--- src/rtl/fb_sdram_arbiter.sv ---
// Double-buffered 256x256x8bpp frame buffer in SDRAM: arbitrates core pixel writes against scan-out reads.
// Latency: at least 4 clk_ram per SDRAM access (grant, strobe, gap, wait-for-rdy); pixel lands 1 cycle after rdy.
// Backpressure: writes queue in a small FIFO and are dropped (sticky wr_overflow) when it is full; reads keep only the newest position.

// Small synchronous FIFO; push is accepted while full if a pop happens in the same cycle.
// Latency: 1 cycle from push to pop_vld; pop_dat is the head entry, combinational.
// Backpressure: push_rdy low only when full with no simultaneous pop.
module fb_sdram_fifo #(
  parameter int WIDTH = 24,
  parameter int DEPTH = 4
) (
  input  logic             clk,
  input  logic             reset,
  input  logic             push_vld,
  input  logic [WIDTH-1:0] push_dat,
  output logic             push_rdy,
  output logic             pop_vld,
  output logic [WIDTH-1:0] pop_dat,
  input  logic             pop_rdy
);
  localparam int AW = (DEPTH > 1) ? $clog2(DEPTH) : 1;
  localparam logic [AW:0] FULL_CNT = (AW+1)'(DEPTH);

  logic [WIDTH-1:0] mem [DEPTH];
  logic [AW-1:0]    wr_ptr;
  logic [AW-1:0]    rd_ptr;
  logic [AW:0]      count;
  logic             do_push;
  logic             do_pop;

  assign pop_vld  = (count != '0);
  assign do_pop   = pop_rdy && pop_vld;
  assign push_rdy = (count != FULL_CNT) || do_pop;
  assign do_push  = push_vld && push_rdy;
  assign pop_dat  = mem[rd_ptr];

  always_ff @(posedge clk) begin
    if (reset) begin
      wr_ptr <= '0;
      rd_ptr <= '0;
      count  <= '0;
    end else begin
      if (do_push) begin
        mem[wr_ptr] <= push_dat;
        wr_ptr      <= wr_ptr + 1'b1;
      end
      if (do_pop) rd_ptr <= rd_ptr + 1'b1;
      count <= count + {{AW{1'b0}}, do_push} - {{AW{1'b0}}, do_pop};
    end
  end
endmodule

module fb_sdram_arbiter #(
  parameter int          FIFO_DEPTH = 4,
  parameter logic [24:0] BASE_ADDR  = 25'h0
) (
  input  logic        clk_ram,
  input  logic        reset,
  input  logic [7:0]  hh,
  input  logic [7:0]  vv,
  input  logic [7:0]  color,
  input  logic        color_ready,
  input  logic        frame,
  input  logic [8:0]  hcount,
  input  logic [8:0]  vcount,
  input  logic        de,
  output logic [24:0] sdram_addr,
  output logic [15:0] sdram_din,
  output logic        sdram_rd,
  output logic        sdram_wr,
  input  logic [15:0] sdram_dout,
  input  logic        sdram_rdy,
  output logic [7:0]  pix_out,
  output logic        wr_overflow
);
  typedef struct packed {
    logic [7:0] y;
    logic [7:0] x;
    logic [7:0] color;
  } pix_t;

  typedef enum logic [1:0] {IDLE, ISSUE, GAP, WAIT} state_t;

  state_t      state;
  logic        cr_q;
  logic        frame_q;
  logic [7:0]  hc_q;
  logic [7:0]  vc_q;
  logic        wr_bank;
  logic        swap_pending;
  logic        rd_pending;
  logic [15:0] rd_xy;
  logic        cur_rd;

  pix_t        push_dat;
  pix_t        pop_dat;
  logic        push_vld;
  logic        push_rdy;
  logic        pop_vld;
  logic        pop_rdy;
  logic        frame_rise;
  logic        rd_chg;

  assign push_vld   = color_ready && !cr_q;
  assign push_dat   = '{y: vv, x: hh, color: color};
  assign frame_rise = frame && !frame_q;
  assign rd_chg     = de && ((hcount[7:0] != hc_q) || (vcount[7:0] != vc_q));
  assign pop_rdy    = (state == IDLE) && !swap_pending && !rd_pending;

  fb_sdram_fifo #(.WIDTH($bits(pix_t)), .DEPTH(FIFO_DEPTH)) u_wr_fifo (
    .clk      (clk_ram),
    .reset    (reset),
    .push_vld (push_vld),
    .push_dat (push_dat),
    .push_rdy (push_rdy),
    .pop_vld  (pop_vld),
    .pop_dat  (pop_dat),
    .pop_rdy  (pop_rdy)
  );

  function automatic logic [24:0] buf_addr(input logic bank, input logic [15:0] yx);
    return BASE_ADDR + {8'h00, bank, yx};
  endfunction

  always_ff @(posedge clk_ram) begin
    if (reset) begin
      state        <= IDLE;
      sdram_rd     <= 1'b0;
      sdram_wr     <= 1'b0;
      sdram_addr   <= '0;
      sdram_din    <= '0;
      pix_out      <= '0;
      wr_overflow  <= 1'b0;
      wr_bank      <= 1'b0;
      swap_pending <= 1'b0;
      rd_pending   <= 1'b0;
      rd_xy        <= '0;
      cur_rd       <= 1'b0;
      // Load edge detectors with the live inputs so a level held through reset is not an edge.
      cr_q         <= color_ready;
      frame_q      <= frame;
      hc_q         <= hcount[7:0];
      vc_q         <= vcount[7:0];
    end else begin
      cr_q    <= color_ready;
      frame_q <= frame;
      hc_q    <= hcount[7:0];
      vc_q    <= vcount[7:0];
      if (push_vld && !push_rdy) wr_overflow <= 1'b1;

      case (state)
        IDLE: begin
          if (swap_pending) begin
            wr_bank      <= ~wr_bank;
            swap_pending <= 1'b0;
          end else if (rd_pending) begin
            // Clearing at grant is equivalent to clearing at completion: a newer change re-arms it below.
            sdram_addr <= buf_addr(~wr_bank, rd_xy);
            sdram_rd   <= 1'b1;
            cur_rd     <= 1'b1;
            rd_pending <= 1'b0;
            state      <= ISSUE;
          end else if (pop_vld) begin
            sdram_addr <= buf_addr(wr_bank, {pop_dat.y, pop_dat.x});
            sdram_din  <= {8'h00, pop_dat.color};
            sdram_wr   <= 1'b1;
            cur_rd     <= 1'b0;
            state      <= ISSUE;
          end
        end
        ISSUE: begin
          sdram_rd <= 1'b0;
          sdram_wr <= 1'b0;
          state    <= GAP;
        end
        GAP: state <= WAIT;
        WAIT: begin
          if (sdram_rdy) begin
            if (cur_rd) pix_out <= sdram_dout[7:0];
            state <= IDLE;
          end
        end
        default: state <= IDLE;
      endcase

      if (frame_rise) swap_pending <= 1'b1;
      if (rd_chg) begin
        rd_pending <= 1'b1;
        rd_xy      <= {vcount[7:0], hcount[7:0]};
      end
    end
  end
endmodule

--- config.mk ---
export PLATFORM = sky130hd
export DESIGN_NAME = fb_sdram_arbiter
export DESIGN_NICKNAME = d
export VERILOG_FILES = /design/src/rtl/fb_sdram_arbiter.sv
export SDC_FILE = /design/constraint.sdc
export NUM_CORES = 1
export LEC_CHECK = 0
export ABC_AREA = 1
export CORE_UTILIZATION = 25
export DETAILED_ROUTE_END_ITERATION = 12
export PLACE_DENSITY = 0.39
export SYNTH_ARGS = -nofsm -noshare
export SYNTH_HDL_FRONTEND = slang
export SYNTH_HIERARCHICAL = 1
export SYNTH_SLANG_ARGS = --single-unit
--- constraint.sdc ---
create_clock -name clk_ram -period 4.2 [get_ports clk_ram]
set_input_delay 1.26 -clock clk_ram [delete_from_list [all_inputs] [get_ports clk_ram]]
set_output_delay 1.26 -clock clk_ram [all_outputs]
set_load 0.01 [all_outputs]
======== Word-level counts from Yosys, hierarchy flattened ========
Memories as Yosys holds them, arrays and structs flattened. A register that Yosys moved wholly into a read port is not among the register bits.
Cells that the tools add are included.
word-level totals
  output and inout bits ................... 52
  input bits .............................. 64
  word-level logic and storage cells ...... 95
  bits in registers ....................... 91
  memories kept ........................... 1
  RAM bits ................................ 96
memories
  memory         words  bits a word  read ports  clocked after memory_dff  write ports  line  RTL
  u_wr_fifo.mem  4      24           1           1                         1            24    logic [WIDTH-1:0] mem [DEPTH];
cells by class
  reductions and logical operators ........ 29
  $add $sub $neg .......................... 4
  multiplexer cells ....................... 26
  equality and inequality tests ........... 13
  bitwise logic cells ..................... 3
operator list
  cell                                                                     number
  25-bit two-way mux                                                       2
  8-bit inequality test                                                    2
  1-bit two-way mux                                                        15
  2-bit two-way mux                                                        6
  3-bit AND reduction                                                      4
  1-bit logical AND                                                        8
  2-bit inequality test, second input constant                             4
  2-bit one-hot mux with 4 select lines                                    1
  4-bit AND reduction                                                      2
  2-bit nonzero test                                                       4
  1-bit logical NOT                                                        5
  2-bit by 1-bit adder with 2-bit output, second input constant            2
  2-bit == test, second input constant                                     2
  2-bit by 1-bit inequality test with 1-bit output, second input constant  2
  1-bit one-hot mux with 2 select lines                                    2
  2-bit AND reduction                                                      2
  3-bit by 1-bit adder with 3-bit output                                   1
  3-bit by 2-bit inequality test with 1-bit output, second input constant  1
  3-bit inequality test, second input constant                             1
  1-bit NOT                                                                3
  3-bit nonzero test                                                       1
  3-bit by 1-bit subtractor with 3-bit output                              1
  2-bit by 1-bit == test with 1-bit output, second input constant          1
  2-bit logical NOT                                                        1
  1-bit logical OR                                                         2

======== Logic depth before layout (Yosys ltp) ========
  depth in word-level cells ............... 9
  gate-level depth with buffers ........... 15
  depth with buffers taken out ............ 15

======== Hierarchy ========
The synthesis kept the hierarchy.
by module, submodules not included
  module            cells each  instances  area an instance (um^2)
  fb_sdram_fifo     300         1          4286.6
  fb_sdram_arbiter  453         1          3278.1

======== Least setup slack after synthesis ========
No wires, ideal clock.
  path kind ............................... input -> register
  start point ............................. input port color_ready
  end point ............................... memory u_wr_fifo.mem[1][0], enable pin
  buffers on the path ..................... 0
  cell stages on the path ................. 4
  slack ................................... 1089 ps
  data arrival time ....................... 2710 ps
  path through ............................ inv_1 -> nor2_1 -> nand2_4 -> nor3_2
between the ends
  longest elaborated chain between the ends .. 5
RTL lines
  item                                     line  RTL
  from (decl)                              62    input logic color_ready,
  1-bit logical AND                        104   assign push_vld = color_ready && !cr_q;
  via push_vld                             97    logic push_vld;
  1-bit logical AND                        34    assign do_push = push_vld && push_rdy;
  1-bit two-way mux                        43    if (do_push) begin
  1-bit two-way mux                        38    if (reset) begin
  1-bit two-way mux (implied by the code)  44    mem[wr_ptr] <= push_dat;
  to (decl)                                24
The timed path passes the listed nets, and every way through them passes these cells.

======== Final worst setup path ========
  start point ............................. input port color_ready
  end point ............................... register u_wr_fifo.count[2]
between the ends
  longest elaborated chain between the ends .. 4
RTL lines
  item                                         line  RTL
  1-bit logical AND                            104
  via push_vld                                 97
  1-bit logical AND                            34
  3-bit by 1-bit adder with 3-bit output       48    count <= count + {{AW{1'b0}}, do_push} - {{AW{1'b0}}, do_pop};
  3-bit by 1-bit subtractor with 3-bit output  48
  to (signal assigned)                         48
  to (decl)                                    27    logic [AW:0] count;
The timed path passes the listed nets, and every way through them passes these cells.
A chain may end at the register's enable or synchronous reset.

==> out/summary.txt <==
Clock Root Buffer = clkbuf_16
initial antenna violation count = 0
core area = 29,700 um2
antenna-violating nets left = 0
P_sw = 0.00177 W
unrepaired setup endpoints after global routing = no
startpoint of the most critical register-to-register path = state[0]$_SDFFE_PP0P_
final weighted congestion of routability-driven global placement = 0.701
proportion of power drawn by the clock network = 0.311
hold violation total from the final report = 0
clock insertion delay at the later pin of the skew report = 0.44 ns
Port Buffer Count = 89
worst flop-to-flop path endpoint = u_wr_fifo/count[2]$_SDFF_PP0_
quantity of hold-fixing buffers added after cts = 0
total CTS buffers = 17
synth unique cells = 32
post-CTS setup-driven buffer insertion count = 0
Gate power share = 0.273
First-pass DRT Iterations = 4
maximum VDD drop = 281 uV
vias in the first global route = 4,872
total power density per cell area = 560 nW/um2
diode insertion count for antenna repair = 0
TritonCTS clock tree = built
status = completed
Max-Cap Viols = 0
internal power = 0.00348 W
worst-margin pin slew = 1.06 ns
# resized after CTS = 0
final core utilization = 0.316
maximum fanout along the worst path = 6
worst hold path startpoint = pix_out[4]$_SDFFE_PP0P_
crit path time final = 2.82 ns
critical path endpoint category = flip-flop
DRT iter0 DRCs = 201
maximum clock frequency = 355 MHz
number of cell rows = 63
register share of total power = 0.415
via-per-instance ratio = 4.13
async set or reset register ratio after synthesis = 0
post-synthesis to final-layout area growth = 24.1%
worst hold path cell count = 2
Synth area leaders = edfxtp_1 38%, dfxtp_1 22%, o21ai_0 4.9%
LEAKAGE = 3.59 nW
Worst Reg-to-Reg Cells = 15
wirelength, routed = 17,200 um
internal reg-to-reg setup slack = 1.54 ns
ys flop type = edfxtp_1
Worst Setup Start Kind = input port
syn avg cell area = 10.0 um2
register area share after synthesis = 0.606
total global routing track utilization = 0.115
top-level port count = 116
flop and latch count out of synthesis = 181
share of the synthesized area in the top cell type = 0.381
Die Width = 176 um
setup TNS after final layout = 0 ns
global-route wire length before repair = 27,000 um
initial core utilization = 0.255
average routed wire per standard cell = 13.9 um
area of the mapped netlist = 7560 um2
worst endpoint required time = 4.53 ns
sum of overflow across all layers after global routing = 0
Worst Hold Class = reg -> reg
max-slew headroom at the worst pin = 0.289
Max Clock Skew = 0.0130 ns
fraction of layout cells with a size suffix above 1 = 0.130
top cell type by total area after synthesis = edfxtp_1
via count of the routed design = 5,108
Final Max Slew Viols = 0
clock transition time at the flip-flop clock pins of the worst setup and hold paths = 0.08 ns
number of enable flip-flop cells after synthesis = 96
post-detailed-route DRC marker count = 0
post-layout net count = 909
crit path kind = in -> reg
warning count from the yosys run = 6
maximum level of the CTS H-tree = 4
Arr. time, crit path = 3.15 ns
switching portion of total power = 0.338
clock tree sinks = 181
sink of the worst hold path = pix_out[4]$_SDFFE_PP0P_
vertical die dimension = 176 um
largest net degree at the start of global routing = 50
portion of the clock cycle consumed by the worst path in the final layout = 0.672
HPWL after detailed placement = 10,800 um
Die Outline Area = 31,000 um2
number of standard cells after synthesis = 753
final setup violation count = 0
deepest clock path buffer count = 2
metrics by stage:
stage	hold WS, ns	power [W]	std cells	setup slack [ns]	cell area [um2]
finish	0.443	0.00525	1238	1.38	9390
global route	0.464	0.00558	1238	1.32	9390
CTS	0.450	0.00535	1238	1.39	9390
detailed placement	0.438	0.00369	1206	0.923	8770
global placement	0.431	0.00369	1206	0.946	8770
floorplan	0.451	0.00319	768	1.09	7620
logic make-up after synthesis:
| kind of cell | Yosys count | share of synthesized area |
|---|---|---|
| buffers and inverters | 136 | 0.0870 |
| DFF | 181 | 0.606 |
| xor gates and xnor gates | 3 | 0.00347 |
| other | 1 | 0.000496 |
| and+or+nand+nor | 242 | 0.145 |
| adders and majority gates | 10 | 0.0175 |
| AOI/OAI and AO/OA | 180 | 0.141 |
area by class of cell:
type / instances / area (um2)
multi-input combinational: 451 / 2400
clock inverter: 14 / 169
sequential: 181 / 4580
clock buffer: 18 / 450
inverter: 83 / 312
timing repair buffer: 101 / 981
fill: 3085 / 20300
tap: 390 / 488
worst max path at each step:
stage	from	end
5_1_grt	color_ready	u_wr_fifo/count[2]$_SDFF_PP0_
4_1_cts	color_ready	u_wr_fifo/count[2]$_SDFF_PP0_
3_3_place_gp	reset	u_wr_fifo/mem[1][14]$_DFFE_PP_
3_5_place_dp	color_ready	u_wr_fifo/count[2]$_SDFF_PP0_
6_report	color_ready	u_wr_fifo/count[2]$_SDFF_PP0_
2_1_floorplan	color_ready	u_wr_fifo/mem[1][0]$_DFFE_PP_
metal layers:
layer | up-vias | global-route usage | part of all wire
met5 | - | 0 | 0
met4 | 0 | 0.0359 | 0.011
met3 | 12 | 0.0308 | 0.041
met2 | 91 | 0.182 | 0.45
met1 | 2368 | 0.153 | 0.50
li1 | 2637 | - | -
Yosys cell counts, types with 2 or more instances:
cell,n
nor2_2,21
inv_2,10
nor2_4,3
a211oi_1,3
nand2_2,3
nor3_1,2
o21ai_0,74
buf_4,18
buf_2,16
o21ai_1,11
nand2_4,2
inv_1,73
nand3_1,21
a21oi_1,67
nor3_2,4
nor2_1,97
o22ai_1,4
xor2_1,2
nand3_4,2
edfxtp_1,96
o22ai_2,20
buf_6,8
nand2_1,86
clkbuf_1,10
dfxtp_1,85
ha_1,9
cells in the final DEF, fill, tap and decap left out:
cell,count
a211oi_1,3
a21oi_1,67
buf_4,12
clkbuf_16,18
clkdlybuf4s50_1,89
clkinv_8,5
clkinvlp_4,1
conb_1,16
dfxtp_1,85
edfxtp_1,96
fa_1,1
ha_1,9
inv_1,73
inv_2,10
inv_6,4
inv_8,4
nand2_1,86
nand2_2,3
nand2_4,2
nand3_1,21
nand3_2,1
nand3_4,2
nor2_1,97
nor2_2,21
nor2_4,3
nor3_1,2
nor3_4,4
o21a_1,1
o21ai_0,74
o21ai_1,11
o22ai_1,4
o22ai_2,20
xnor2_1,1
xor2_1,2
worst max-delay path: stages:
cell	delay, ns
clkdlybuf4s50_1	0.47
inv_1	0.05
nor2_1	0.09
buf_4	0.16
nand2_4	0.12
nand3_4	0.10
nand2_2	0.05
ha_1	0.20
fa_1	0.41
xor2_1	0.17
nor2_1	0.05
state kept, by name, summed over array words and instances (netlist names), named ones only:
| name | count |
|---|---|
| u_wr_fifo/mem | 96 |
| frame_q | 1 |
| rd_pending | 1 |
| sdram_rd | 1 |
| hc_q | 8 |
| wr_bank | 1 |
| vc_q | 8 |
| u_wr_fifo/wr_ptr | 2 |
| u_wr_fifo/count | 3 |
| rd_xy | 16 |
| wr_overflow | 1 |
| state | 2 |
| cur_rd | 1 |
| u_wr_fifo/rd_ptr | 2 |
| sdram_addr | 17 |
| pix_out | 8 |
| sdram_wr | 1 |
| cr_q | 1 |
| swap_pending | 1 |
| sdram_din | 8 |
power groups by stage:
stage,sequential [W],clock [W],combinational [W]
6_report,0.00218,0.00164,0.00144
3_3_place_gp,0.00223,0,0.00146
4_1_cts,0.00219,0.00169,0.00147
3_5_place_dp,0.00223,0,0.00147
2_1_floorplan,0.00225,0,0.000938
5_1_grt,0.00221,0.00177,0.00161
Power figures use the tool's default switching activity.
